### config.mk
export PLATFORM = sky130hd
export DESIGN_NAME = load_store_unit
export DESIGN_NICKNAME = d
export VERILOG_FILES = /design/src/rtl/lsu_pkg.sv /design/src/rtl/lsu_lane_align.sv /design/src/rtl/load_store_unit.sv
export SDC_FILE = /design/constraint.sdc
export NUM_CORES = 1
export LEC_CHECK = 0
export CORE_MARGIN = 2
export CORE_UTILIZATION = 47
export CTS_BUF_LIST = sky130_fd_sc_hd__clkbuf_8
export DETAILED_ROUTE_END_ITERATION = 10
export GPL_ROUTABILITY_DRIVEN = 0
export PLACE_DENSITY = 0.83
export REMOVE_ABC_BUFFERS = 1
export SETUP_SLACK_MARGIN = 0.2
export SLEW_MARGIN = 20
export SYNTH_ARGS = -nofsm -noshare
export SYNTH_HDL_FRONTEND = slang
export SYNTH_HIERARCHICAL = 1
export SYNTH_SLANG_ARGS = --single-unit
### constraint.sdc
create_clock -name clk -period 2.4 [get_ports clk]
set_clock_uncertainty 0.2 [all_clocks]
set_input_delay 0.36 -clock clk [delete_from_list [all_inputs] [get_ports clk]]
set_output_delay 0.36 -clock clk [all_outputs]
set_load 0.02 [all_outputs]
### src/rtl/lsu_pkg.sv
// Shared types and constants for the load/store unit: FSM state encoding,
// RV32I funct3 codes for loads and stores, default widths and small helpers
// for legality and alignment decisions.
package lsu_pkg;

    localparam int ADR_W_DEF   = 12;
    localparam int TIMEOUT_DEF = 15;
    localparam int DATA_W      = 32;

    typedef enum logic [1:0] {
        IDLE   = 2'd0,
        ACCESS = 2'd1,
        RESP   = 2'd2
    } lsu_state_e;

    // Load funct3 codes
    localparam logic [2:0] LB  = 3'd0;
    localparam logic [2:0] LH  = 3'd1;
    localparam logic [2:0] LW  = 3'd2;
    localparam logic [2:0] LBU = 3'd4;
    localparam logic [2:0] LHU = 3'd5;
    // Store funct3 codes
    localparam logic [2:0] SB  = 3'd0;
    localparam logic [2:0] SH  = 3'd1;
    localparam logic [2:0] SW  = 3'd2;

    // True when funct3 names a real RV32I load or store.
    function automatic logic f3_legal(input logic is_load, input logic [2:0] f3);
        if (is_load)
            return (f3 == LB) || (f3 == LH) || (f3 == LW) || (f3 == LBU) || (f3 == LHU);
        else
            return (f3 == SB) || (f3 == SH) || (f3 == SW);
    endfunction

    // Access size is encoded in funct3[1:0]: 0 byte, 1 half, 2 word.
    function automatic logic f3_misaligned(input logic [2:0] f3, input logic [1:0] off);
        return ((f3[1:0] == 2'd1) && off[0]) || ((f3[1:0] == 2'd2) && (off != 2'd0));
    endfunction

    // Byte offset forced onto the natural boundary of the access size.
    function automatic logic [1:0] f3_align(input logic [2:0] f3, input logic [1:0] off);
        case (f3[1:0])
            2'd1:    return {off[1], 1'b0};
            2'd2:    return 2'b00;
            default: return off;
        endcase
    endfunction

endpackage

### src/rtl/lsu_lane_align.sv
// Combinational byte-lane logic: steers store data onto the 32-bit bus with
// matching byte enables, and extracts/extends load data from the read word.
// Offsets arriving here are already aligned to the access size.
module lsu_lane_align
    import lsu_pkg::*;
(
    input  logic [1:0]  st_size_i,
    input  logic [1:0]  st_off_i,
    input  logic [31:0] st_data_i,
    output logic [3:0]  st_we_o,
    output logic [31:0] st_wdata_o,
    input  logic [2:0]  ld_func3_i,
    input  logic [1:0]  ld_off_i,
    input  logic [31:0] ld_rdata_i,
    output logic [31:0] ld_data_o
);

    logic [31:0] ld_shifted;

    // Store: replicate the datum across the word and enable only its lanes
    always_comb begin
        st_we_o    = 4'b1111;
        st_wdata_o = st_data_i;
        case (st_size_i)
            2'd0: begin
                st_we_o    = 4'b0001 << st_off_i;
                st_wdata_o = {4{st_data_i[7:0]}};
            end
            2'd1: begin
                st_we_o    = 4'b0011 << st_off_i;
                st_wdata_o = {2{st_data_i[15:0]}};
            end
            default: ;
        endcase
    end

    // Load: bring the addressed lane down to bit 0, then sign/zero extend
    always_comb begin
        ld_shifted = ld_rdata_i >> {ld_off_i, 3'b000};
        case (ld_func3_i)
            LB:      ld_data_o = {{24{ld_shifted[7]}}, ld_shifted[7:0]};
            LH:      ld_data_o = {{16{ld_shifted[15]}}, ld_shifted[15:0]};
            LBU:     ld_data_o = {24'd0, ld_shifted[7:0]};
            LHU:     ld_data_o = {16'd0, ld_shifted[15:0]};
            default: ld_data_o = ld_rdata_i;
        endcase
    end

endmodule

### src/rtl/load_store_unit.sv
// RV32I load/store unit: accepts one request at a time from the execute
// stage, performs a single memory access with a bounded wait for mem_ack,
// and returns a one-cycle response to writeback.
// Handshake: a request transfers on a rising edge where req_valid and
// req_ready are both 1; req_ready is 1 only while idle.
// Optional macro LSU_MISALIGN_TRAP_EN: misaligned half/word accesses fault
// instead of being silently aligned.
module load_store_unit
    import lsu_pkg::*;
#(
    parameter int ADR_W   = ADR_W_DEF,
    parameter int TIMEOUT = TIMEOUT_DEF
) (
    input  logic             clk,
    input  logic             reset,
    input  logic             req_valid,
    output logic             req_ready,
    input  logic             req_load,
    input  logic [2:0]       req_func3,
    input  logic [31:0]      req_addr,
    input  logic [31:0]      req_wdata,
    input  logic [4:0]       req_rd,
    output logic             mem_en,
    output logic [3:0]       mem_we,
    output logic [ADR_W-1:0] mem_adr,
    output logic [31:0]      mem_wdata,
    input  logic [31:0]      mem_rdata,
    input  logic             mem_ack,
    output logic             resp_valid,
    output logic [4:0]       resp_rd,
    output logic [31:0]      resp_data,
    output logic             resp_err,
    output logic             stall,
    output logic [1:0]       dbg_state
);

    localparam int CNT_W = $clog2(TIMEOUT + 1);

    lsu_state_e       state_q, state_d;
    logic [CNT_W-1:0] cnt_q, cnt_d;
    logic             load_q, load_d;
    logic [2:0]       func3_q, func3_d;
    logic [1:0]       off_q, off_d;
    logic [4:0]       rd_q, rd_d;
    logic [3:0]       we_q, we_d;
    logic [31:0]      wdata_q, wdata_d;
    logic [ADR_W-1:0] adr_q, adr_d;
    logic [31:0]      data_q, data_d;
    logic             err_q, err_d;

    logic             req_fault;
    logic [1:0]       req_off;
    logic [3:0]       st_we;
    logic [31:0]      st_wdata;
    logic [31:0]      ld_data;
    logic [CNT_W-1:0] cnt_inc;
    logic             unused_addr;

    assign unused_addr = ^{req_addr[31:ADR_W+2]};
    assign req_off     = f3_align(req_func3, req_addr[1:0]);
    assign cnt_inc     = cnt_q + 1'b1;

`ifdef LSU_MISALIGN_TRAP_EN
    assign req_fault = !f3_legal(req_load, req_func3) || f3_misaligned(req_func3, req_addr[1:0]);
`else
    assign req_fault = !f3_legal(req_load, req_func3);
`endif

    lsu_lane_align u_lane (
        .st_size_i  (req_func3[1:0]),
        .st_off_i   (req_off),
        .st_data_i  (req_wdata),
        .st_we_o    (st_we),
        .st_wdata_o (st_wdata),
        .ld_func3_i (func3_q),
        .ld_off_i   (off_q),
        .ld_rdata_i (mem_rdata),
        .ld_data_o  (ld_data)
    );

    // Next-state and latched-request logic
    always_comb begin
        state_d = state_q;
        cnt_d   = cnt_q;
        load_d  = load_q;
        func3_d = func3_q;
        off_d   = off_q;
        rd_d    = rd_q;
        we_d    = we_q;
        wdata_d = wdata_q;
        adr_d   = adr_q;
        data_d  = data_q;
        err_d   = err_q;
        case (state_q)
            IDLE: begin
                if (req_valid) begin
                    load_d  = req_load;
                    func3_d = req_func3;
                    off_d   = req_off;
                    adr_d   = req_addr[ADR_W+1:2];
                    we_d    = req_load ? 4'b0000 : st_we;
                    wdata_d = req_load ? 32'd0 : st_wdata;
                    cnt_d   = '0;
                    data_d  = 32'd0;
                    if (req_fault) begin
                        // Faulting request never touches memory
                        err_d   = 1'b1;
                        rd_d    = 5'd0;
                        state_d = RESP;
                    end else begin
                        err_d   = 1'b0;
                        rd_d    = req_load ? req_rd : 5'd0;
                        state_d = ACCESS;
                    end
                end
            end
            ACCESS: begin
                if (mem_ack) begin
                    data_d  = load_q ? ld_data : 32'd0;
                    cnt_d   = '0;
                    state_d = RESP;
                end else if (cnt_inc == CNT_W'(TIMEOUT)) begin
                    cnt_d   = cnt_inc;
                    err_d   = 1'b1;
                    rd_d    = 5'd0;
                    data_d  = 32'd0;
                    state_d = RESP;
                end else begin
                    cnt_d = cnt_inc;
                end
            end
            RESP: begin
                cnt_d   = '0;
                state_d = IDLE;
            end
            default: state_d = IDLE;
        endcase
    end

    // State and request registers with synchronous active-low reset
    always_ff @(posedge clk) begin
        if (!reset) begin
            state_q <= IDLE;
            cnt_q   <= '0;
            load_q  <= 1'b0;
            func3_q <= 3'd0;
            off_q   <= 2'd0;
            rd_q    <= 5'd0;
            we_q    <= 4'd0;
            wdata_q <= 32'd0;
            adr_q   <= '0;
            data_q  <= 32'd0;
            err_q   <= 1'b0;
        end else begin
            state_q <= state_d;
            cnt_q   <= cnt_d;
            load_q  <= load_d;
            func3_q <= func3_d;
            off_q   <= off_d;
            rd_q    <= rd_d;
            we_q    <= we_d;
            wdata_q <= wdata_d;
            adr_q   <= adr_d;
            data_q  <= data_d;
            err_q   <= err_d;
        end
    end

    // Outputs are gated by state so idle/reset presents an all-zero bus
    assign req_ready  = (state_q == IDLE);
    assign mem_en     = (state_q == ACCESS);
    assign mem_we     = mem_en ? we_q : 4'd0;
    assign mem_adr    = mem_en ? adr_q : '0;
    assign mem_wdata  = mem_en ? wdata_q : 32'd0;
    assign resp_valid = (state_q == RESP);
    assign resp_rd    = resp_valid ? rd_q : 5'd0;
    assign resp_data  = resp_valid ? data_q : 32'd0;
    assign resp_err   = resp_valid && err_q;
    assign stall      = (state_q == ACCESS) || ((state_q == IDLE) && req_valid);
    assign dbg_state  = state_q;

endmodule

==> impl_metrics.toml, run 1 <==
[layout]
layout.area.seq_mm2 = 0.00197
utilization = 0.657
final_nets = 1014
drive_gt1_frac = 0.179
multi_input_area_mm2 = 0.00344
area_growth_syn_to_layout_pct = 36.1
fillers = 1080
num_antenna_cells = 0

[floorplanning]
core_area_mm2 = 0.0120
row_count = 40
fp.dieArea_mm2 = 0.0132
die_h_um = 115
start_util = 0.483
die_w_um = 115
io_pins = 201

[timing]
rsz0062_at_grt = "true"
layout_min_cycle_time_ps = 2150
finalHoldViolations = 0
max_freq_mhz = 465
slew_violations = 0
tightest_slew_ps = 581
layout_worst_path_cycle_share = 0.897
maxSlewHeadroom = 0.613
fin_hold_ws_ps = 250
setup_viol = 0

[synth]
ys.flop_type = "dfxtp_1"
seq_area_frac_synth = 0.338
synthMuxAreaShare = 0.0710
syn_area_mm2 = 0.00580
synth_top_cell_area_share = 0.338
synth.distinct_cells = 47
yosys.area_share.adder = 0.0108
synthSimpleGateAreaFrac = 0.277
synth_xor_xnor_area_share = 0
synth_compound_area_frac = 0.231
syn_inst = 739
yosysTopAreaCell = "dfxtp_1"
ys_ff_latch = 98
yosys-top-cells-area = "dfxtp_1 (34%), nand2_1 (9.3%), and2_1 (9.3%)"
synth_top_family_by_area = "simple AND/OR/NAND/NOR gates"
synth_edf_count = 0
yosysWarnings = 6
synth_area_per_cell_um2 = 7.85
synthArstFlopShare = 0

[critical_path]
arrival_ps = 1590
crit_path_max_fanout = 14
cp-start-kind = "flop"
r2r-start = "off_q[0]"
critPathKind = "reg -> out"
reg2reg_depth = 7
crit_required_ps = 1840
r2r-end = "data_q[15]"
startpoint = "dbg_state[1]"
rrSetupSlack_ps = 330
cp-end-kind = "output pin"

[worst_hold_path]
hold_path_depth = 2
whs_endpoint = "wdata_q[4]"
hold_class = "reg -> reg"
hp-start = "wdata_q[4]"

[power_and_ir_drop]
p_leak_nw = 2.98
irDropWorstVdd_v = 0.000299
powerDensity_mw_per_mm2 = 478

[drt]
drc_errors = 0
final_antenna_net_count = 0
wl_um = 17500
dr.pass1.iters = 5
wire_per_inst_um = 16.6
vias = 5914
viasPerCell = 5.62
drtIter0Drc = 546

[run_status]
status = "completed"

[cts]
clk_pin_slew_ps = 100
clock_path_buffers = 2
cts-root-buf = "clkbuf_8"
clkLatencyLatePin_ps = 380
cts.sinks = 98
numCtsBuffers = 9
cts-htree-levels = 3
holdBufCountCts = 0
cts_tree = "done"

[global_routing]
overflow = 0
antenna_found_initial = 0
grt_max_degree = 56
grt_pass1_vias = 5485
grt_pass1_wl_um = 27300
grt_usage = 0.258

[flow_run]
drv_cap = 0

[placed_design]
hpwl_um = 11200
io_buffers = 182
-- timing repair --
action | CTS | global route
buffers inserted | 1 | 1
setup endpoints to repair | 89 | 104
cloned | 2 | 1
gates resized for setup | 199 | 86
hold endpoints to repair | 0 | 0
-- where the power goes --
part,leakage [nW],switching [mW],internal [mW]
clock network,0.105,0.602,0.534
logic,2.08,0.492,0.426
registers,0.797,0.0354,1.69
-- cells by family after synthesis --
logic type / after synthesis
compound gates: 206
flops: 98
fa+ha+maj: 5
simple gates: 309
buf+inv: 84
mux: 37
-- cell usage after synthesis, types with 5 or more instances --
cell	n
mux2_2	23
ha_1	5
a311oi_1	32
o31ai_1	8
nand3b_1	40
nor2b_1	6
and2_1	86
buf_4	16
a32oi_1	5
inv_1	9
nand3_1	6
mux2i_1	13
buf_2	8
nand2_1	144
nor2_1	11
dfxtp_1	98
a21oi_1	93
o21ai_0	39
clkbuf_1	45
nor3_1	5
-- stage by stage --
step | worst slack [ps] | instance area [um2] | power (mW) | std cells | setup TNS, ps
after floorplan | -2370 | 5430 | 2.19 | 666 | -148750
after global placement | -82.9 | 7800 | 2.62 | 1031 | -514
after detailed placement | -127 | 7800 | 2.63 | 1031 | -784
after CTS | 124 | 7970 | 3.79 | 1050 | 0
after global routing | 171 | 7890 | 3.96 | 1052 | 0
final | 248 | 7890 | 3.77 | 1052 | 0
-- worst max-delay path by stage --
stage                    end  slack (ps)  depth (start not counted)
3_3_place_gp      data_q[15]         -80                          6
2_1_floorplan        rd_q[0]       -2370                          4
6_report       mem_wdata[19]         250                          6
3_5_place_dp      data_q[15]        -130                          6
5_1_grt        mem_wdata[21]         170                          5
4_1_cts        mem_wdata[16]         120                          6
-- layout by cell type, fill, tap and decap left out, drive strengths merged, types with 2 or more instances in the layout --
master | synthesis | layout
nand2 | 144 | 144
dfxtp | 98 | 98
a21oi | 94 | 94
clkdlybuf4s50 | 0 | 93
and2 | 86 | 86
buf | 28 | 70
nand3b | 40 | 40
o21ai | 40 | 40
clkbuf | 45 | 35
clkdlybuf4s15 | 0 | 33
a311oi | 32 | 32
mux2 | 23 | 23
mux2i | 13 | 13
nor2 | 11 | 11
inv | 11 | 11
o31ai | 8 | 8
nand3 | 6 | 6
nor2b | 6 | 6
nor3 | 5 | 5
a32oi | 5 | 5
ha | 5 | 5
nand2b | 4 | 4
a22oi | 4 | 4
o211a | 4 | 4
clkinv | 0 | 3
dlygate4sd2 | 0 | 3
o21bai | 3 | 3
o2bb2ai | 3 | 3
a22o | 3 | 3
a221oi | 3 | 3
nor3b | 2 | 2
o211ai | 2 | 2
-- layout make-up --
cell class	instances	area share
Clock buffer	11	0.0192
Clock inverter	5	0.00666
Inverter	11	0.00555
Multi-Input combinational cell	557	0.436
Sequential cell	98	0.249
Tap cell	147	0.0233
Timing Repair Buffer	223	0.260
-- metal layers --
layer | vias to the layer above | GRT usage | share of wire
met5 | - | 0 | 0
met4 | 0 | 0.0964 | 0.016
met3 | 18 | 0.0801 | 0.096
met2 | 244 | 0.411 | 0.46
met1 | 2754 | 0.329 | 0.42
li1 | 2898 | - | -
-- worst max-delay path, cell delays in order, from the launching register on --
cell	delay (ps)
dfxtp_2	330
nand2b_1	180
inv_4	120
buf_12	130
buf_16	150
and2_1	130
buf_2	160
-- registers in the layout, summed over array words and instances (netlist names) --
register,flops
err_q,1
cnt_q,4
func3_q,3
off_q,2
wdata_q,32
dbg_state,2
rd_q,5
load_q,1
adr_q,12
we_q,4
data_q,32
Power figures use the tool's default switching activity.
==> run 2: changes to the inputs <==
--- a/config.mk
+++ b/config.mk
@@ -5,12 +5,15 @@
 export SDC_FILE = /design/constraint.sdc
 export NUM_CORES = 1
 export LEC_CHECK = 0
+export CELL_PAD_IN_SITES_DETAIL_PLACEMENT = 1
+export CELL_PAD_IN_SITES_GLOBAL_PLACEMENT = 1
 export CORE_MARGIN = 2
-export CORE_UTILIZATION = 47
+export CORE_UTILIZATION = 33
 export CTS_BUF_LIST = sky130_fd_sc_hd__clkbuf_8
+export CTS_CLUSTER_SIZE = 14
 export DETAILED_ROUTE_END_ITERATION = 10
 export GPL_ROUTABILITY_DRIVEN = 0
-export PLACE_DENSITY = 0.83
+export PLACE_DENSITY_LB_ADDON = 0.1
 export REMOVE_ABC_BUFFERS = 1
 export SETUP_SLACK_MARGIN = 0.2
 export SLEW_MARGIN = 20
==> impl_metrics.toml, run 2 (synthesis results as in run 1) <==
[flow_run]
drv_cap = 0

[global_routing]
overflow = 0
grt_pass1_vias = 6240
grt_usage = 0.223
grt_max_degree = 54
antenna_found_initial = 0
grt_pass1_wl_um = 32600

[critical_path]
r2r-start = "dbg_state[1]"
crit_buf_inv = 4
startpoint = "dbg_state[1]"
critPathKind = "reg -> out"
max_stage_delay_ps = 370
slowest_stage = "dfxtp_4"
arrival_ps = 1600
crit_path_max_fanout = 14
crit_required_ps = 1840
cp-end-kind = "output pin"
rrSetupSlack_ps = 280
reg2reg_depth = 6
crit_chain = "nand2b_4, inv_8, buf_4, buf_12, and2_1, clkbuf_2"
cp_top_family = "buffers and inverters"
cp-start-kind = "flop"
r2r-end = "rd_q[1]"

[timing]
finalHoldViolations = 0
tightest_slew_ps = 577
layout_worst_path_cycle_share = 0.898
setup_viol = 0
max_freq_mhz = 464
rsz0062_at_grt = "true"
slew_violations = 0
layout_min_cycle_time_ps = 2160
maxSlewHeadroom = 0.615

[power_and_ir_drop]
power.total_mw = 3.74
swShare = 0.321
p_leak_nw = 3.03
powerDensity_mw_per_mm2 = 460
clock_power_share = 0.276
power_frac_comb = 0.262
irDropWorstVdd_v = 0.000221
power_frac_seq = 0.461
p_int_mw = 2.54
p_switching_mw = 1.20

[drt]
final_antenna_net_count = 0
dr.pass1.iters = 4
vias = 6032
viasPerCell = 5.30
wl_um = 21000
drc_errors = 0
drtIter0Drc = 227
wire_per_inst_um = 18.5

[layout]
mostFrequentLayoutCells = "nand2_1 (144), dfxtp_1 (94), a21oi_1 (93), clkdlybuf4s50_1 (92), and2_1 (86)"
area_growth_syn_to_layout_pct = 40.1
reg.largest.list = "data_q (32), wdata_q (32), adr_q (12)"
fillers = 2037
num_antenna_cells = 0
final_common_cell = "nand2_1"
final_nets = 1023
drive_gt1_frac = 0.218
utilization = 0.471

[worst_hold_path]
hold_path_depth = 2
whs_endpoint = "adr_q[7]"
hold_class = "reg -> reg"
hp-start = "adr_q[7]"

[cts]
cts.sinks = 98
clk_pin_slew_ps = 100
cts-root-buf = "clkbuf_8"
clkLatencyLatePin_ps = 390
cts-htree-levels = 3
numCtsBuffers = 9
cts_tree = "done"
clock_path_buffers = 2
holdBufCountCts = 0

[placed_design]
hpwl_um = 14200
io_buffers = 182

[floorplanning]
core_area_mm2 = 0.0172
die_h_um = 137
row_count = 48
io_pins = 201
fp.dieArea_mm2 = 0.0187
die_w_um = 137
start_util = 0.336

[run_status]
status = "completed"
run 2: changes by cell type in the layout (fill, tap and decap cells not counted), moves of 3 or more:
cell	before	now
o31ai_1	8	4
o31ai_2	0	4
buf_4	32	60
clkdlybuf4s15_2	12	27
clkbuf_2	23	12
clkdlybuf4s15_1	21	0
buf_2	27	24
run 2: worst max-delay path by stage:
stage,to,depth (start not counted)
final,mem_wdata[30],6
after global routing,mem_wdata[30],6
after CTS,mem_adr[5],6
after detailed placement,data_q[26],8
after global placement,data_q[15],7
after floorplan,rd_q[0],4
run 2: cell type report:
type | count | area, um2 | area share
sequential | 98 | 1970 | 0.242
inverter | 11 | 48.8 | 0.00601
timing repair buffer | 232 | 2180 | 0.268
clock inverter | 6 | 35.0 | 0.00431
multi-input combinational | 557 | 3480 | 0.428
clock buffer | 10 | 138 | 0.0169
tap | 225 | 282 | 0.0346
run 2: layer usage:
| metal | GRT usage | part of all wire | up-vias |
|---|---|---|---|
| met5 | 0 | 0 | - |
| met4 | 0.0747 | 0.017 | 0 |
| met3 | 0.0578 | 0.068 | 28 |
| met2 | 0.376 | 0.49 | 177 |
| met1 | 0.275 | 0.43 | 2900 |
| li1 | - | - | 2927 |
run 2: through the flow:
stage	std cells	cell area [um2]	hold WS (ps)	setup TNS, ps	setup WS, ps
2_1_floorplan	666	5430	227	-148750	-2370
3_3_place_gp	1115	7940	233	-355	-44.9
3_5_place_dp	1115	7940	244	-2410	-166
4_1_cts	1137	8150	258	0	36.1
5_1_grt	1139	8130	278	0	150
6_report	1139	8130	253	0	245
run 2: power groups by stage:
stage / Sequential (mW) / Clock, mW / Combinational (mW)
after detailed placement: 1.76 / 0 / 0.925
after CTS: 1.72 / 1.06 / 0.963
after global routing: 1.74 / 1.14 / 1.06
final: 1.72 / 1.03 / 0.981
after global placement: 1.76 / 0 / 0.898
after floorplan: 1.77 / 0 / 0.424
run 2: what timing repair did:
| action | CTS | global route |
|---|---|---|
| buffers inserted | 3 | 1 |
| gates cloned | 3 | 1 |
| gates resized for setup | 277 | 88 |
| endpoints found under the setup margin | 90 | 88 |
run 2: worst reg2reg max path, stage by stage (launching register included):
cell       delay (ps)
dfxtp_4           370
buf_4             140
buf_4             150
or3b_2            540
a2111oi_4         440
a32oi_1           120
o21ai_0           100
==> run 3: changes to the inputs <==
--- a/config.mk
+++ b/config.mk
@@ -13,9 +13,10 @@
 export CTS_CLUSTER_SIZE = 14
 export DETAILED_ROUTE_END_ITERATION = 10
 export GPL_ROUTABILITY_DRIVEN = 0
-export PLACE_DENSITY_LB_ADDON = 0.1
+export PLACE_DENSITY_LB_ADDON = 0.08
 export REMOVE_ABC_BUFFERS = 1
 export SETUP_SLACK_MARGIN = 0.2
+export SKIP_CTS_REPAIR_TIMING = 1
 export SLEW_MARGIN = 20
 export SYNTH_ARGS = -nofsm -noshare
 export SYNTH_HDL_FRONTEND = slang
==> impl_metrics.toml, run 3 (synthesis results as in run 1) <==
[worst_hold_path]
hold_path_depth = 2
hp-start = "wdata_q[0]"
whs_endpoint = "wdata_q[0]"
hold_class = "reg -> reg"

[timing]
finalHoldViolations = 0
layout_worst_path_cycle_share = 0.941
tightest_slew_ps = 608
slew_violations = 0
fin_tns_setup_ps = 0
fin_hold_ws_ps = 253
layout_min_cycle_time_ps = 2260
setup_viol = 0
rsz0062_at_grt = "true"
maxSlewHeadroom = 0.595
max_freq_mhz = 443

[cts]
clock_path_buffers = 2
cts-root-buf = "clkbuf_8"
cts.sinks = 98
cts_tree = "done"
cts-htree-levels = 3
clk_pin_slew_ps = 100
numCtsBuffers = 9
clkLatencyLatePin_ps = 390

[floorplanning]
die_w_um = 137
io_pins = 201
start_util = 0.336
core_area_mm2 = 0.0172
fp.dieArea_mm2 = 0.0187
die_h_um = 137
row_count = 48

[critical_path]
r2r-end = "data_q[31]"
critPathKind = "reg -> out"
cp-end-kind = "output pin"
reg2reg_depth = 6
r2r-start = "off_q[0]"
crit_required_ps = 1840
arrival_ps = 1700
crit_path_max_fanout = 5
cp-start-kind = "flop"
rrSetupSlack_ps = 280

[global_routing]
grt_pass1_wl_um = 31700
grt_usage = 0.216
antenna_found_initial = 0
overflow = 0
grt_max_degree = 57
grt_pass1_vias = 6065

[placed_design]
io_buffers = 182
place_area_mm2 = 0.00794
hpwl_um = 14200

[layout]
fillers = 2081
drive_gt1_frac = 0.180
area_growth_syn_to_layout_pct = 41.0
multi_input_area_mm2 = 0.00346
fin_area_mm2 = 0.00818
mostFrequentLayoutCells = "nand2_1 (144), dfxtp_1 (94), clkdlybuf4s50_1 (94), a21oi_1 (93), and2_1 (86)"
final_nets = 1019
utilization = 0.474
layout.area.seq_mm2 = 0.00197
final_common_cell = "nand2_1"
num_antenna_cells = 0
reg.largest.list = "data_q (32), wdata_q (32), adr_q (12)"

[drt]
dr.pass1.iters = 4
final_antenna_net_count = 0
drtIter0Drc = 256
vias = 6051
drc_errors = 0
viasPerCell = 5.33
wire_per_inst_um = 18.5
wl_um = 21000

[power_and_ir_drop]
powerDensity_mw_per_mm2 = 496
p_leak_nw = 3.55
irDropWorstVdd_v = 0.000259

[flow_run]
drv_cap = 0

[run_status]
status = "completed"
-- run 3: cell count changes in the layout (fill, tap and decap cells not counted), moves of 2 or more --
| cell | previous run | this run |
|---|---|---|
| clkinvlp_4 | 3 | 1 |
| o31ai_2 | 4 | 0 |
| nor2b_2 | 1 | 3 |
| nor2b_4 | 2 | 0 |
| o31ai_1 | 4 | 8 |
| clkdlybuf4s50_1 | 92 | 94 |
| bufinv_16 | 0 | 3 |
| buf_4 | 60 | 53 |
| clkbuf_2 | 12 | 33 |
| buf_2 | 24 | 3 |
| clkdlybuf4s15_2 | 27 | 0 |
| buf_16 | 2 | 0 |
| dlygate4sd2_1 | 2 | 0 |
| dlymetal6s2s_1 | 1 | 30 |
-- run 3: how the worst max path moves through the flow --
stage	startpoint	to	slack, ps
floorplan	dbg_state[1]	rd_q[0]	-2370
global placement	mem_rdata[23]	data_q[10]	-150
detailed placement	mem_rdata[23]	data_q[10]	-170
CTS	dbg_state[0]	mem_we[3]	-310
global route	dbg_state[1]	stall	60
finish	dbg_state[1]	stall	140
-- run 3: through the flow --
step           std cells  total power, mW  setup WS [ps]
2_1_floorplan        666             2.19          -2370
3_3_place_gp        1113             2.65           -145
3_5_place_dp        1113             2.68           -169
4_1_cts             1129             4.05           -311
5_1_grt             1135             4.25           63.5
6_report            1135             4.05            143
-- run 3: cell type report --
class | count | area share
repair buffers | 228 | 0.265
clock buffers | 11 | 0.0185
clock inverters | 5 | 0.0124
inverters | 11 | 0.00505
well taps | 225 | 0.0344
multi-input cells | 557 | 0.423
flip-flops and latches | 98 | 0.241
-- run 3: power by group --
part	internal, mW	total (mW)	switching, mW
registers	1.69	1.73	0.0401
logic	0.436	0.952	0.516
clock network	0.747	1.38	0.630
total	2.87	4.05	1.19
-- run 3: worst max-delay path: stages, from the launching register on --
cell and delay (ps):
dfxtp_4 380, buf_4 160, nor2_2 140, clkdlybuf4s50_1 630
-- run 3: per-layer routing --
| metal | GRT usage | routed length, um | up-vias |
|---|---|---|---|
| met3 | 0.0585 | 1350 | 22 |
| met5 | 0 | 0 | - |
| li1 | - | - | 2906 |
| met2 | 0.382 | 10400 | 148 |
| met1 | 0.256 | 8860 | 2975 |
| met4 | 0.0619 | 311 | 0 |
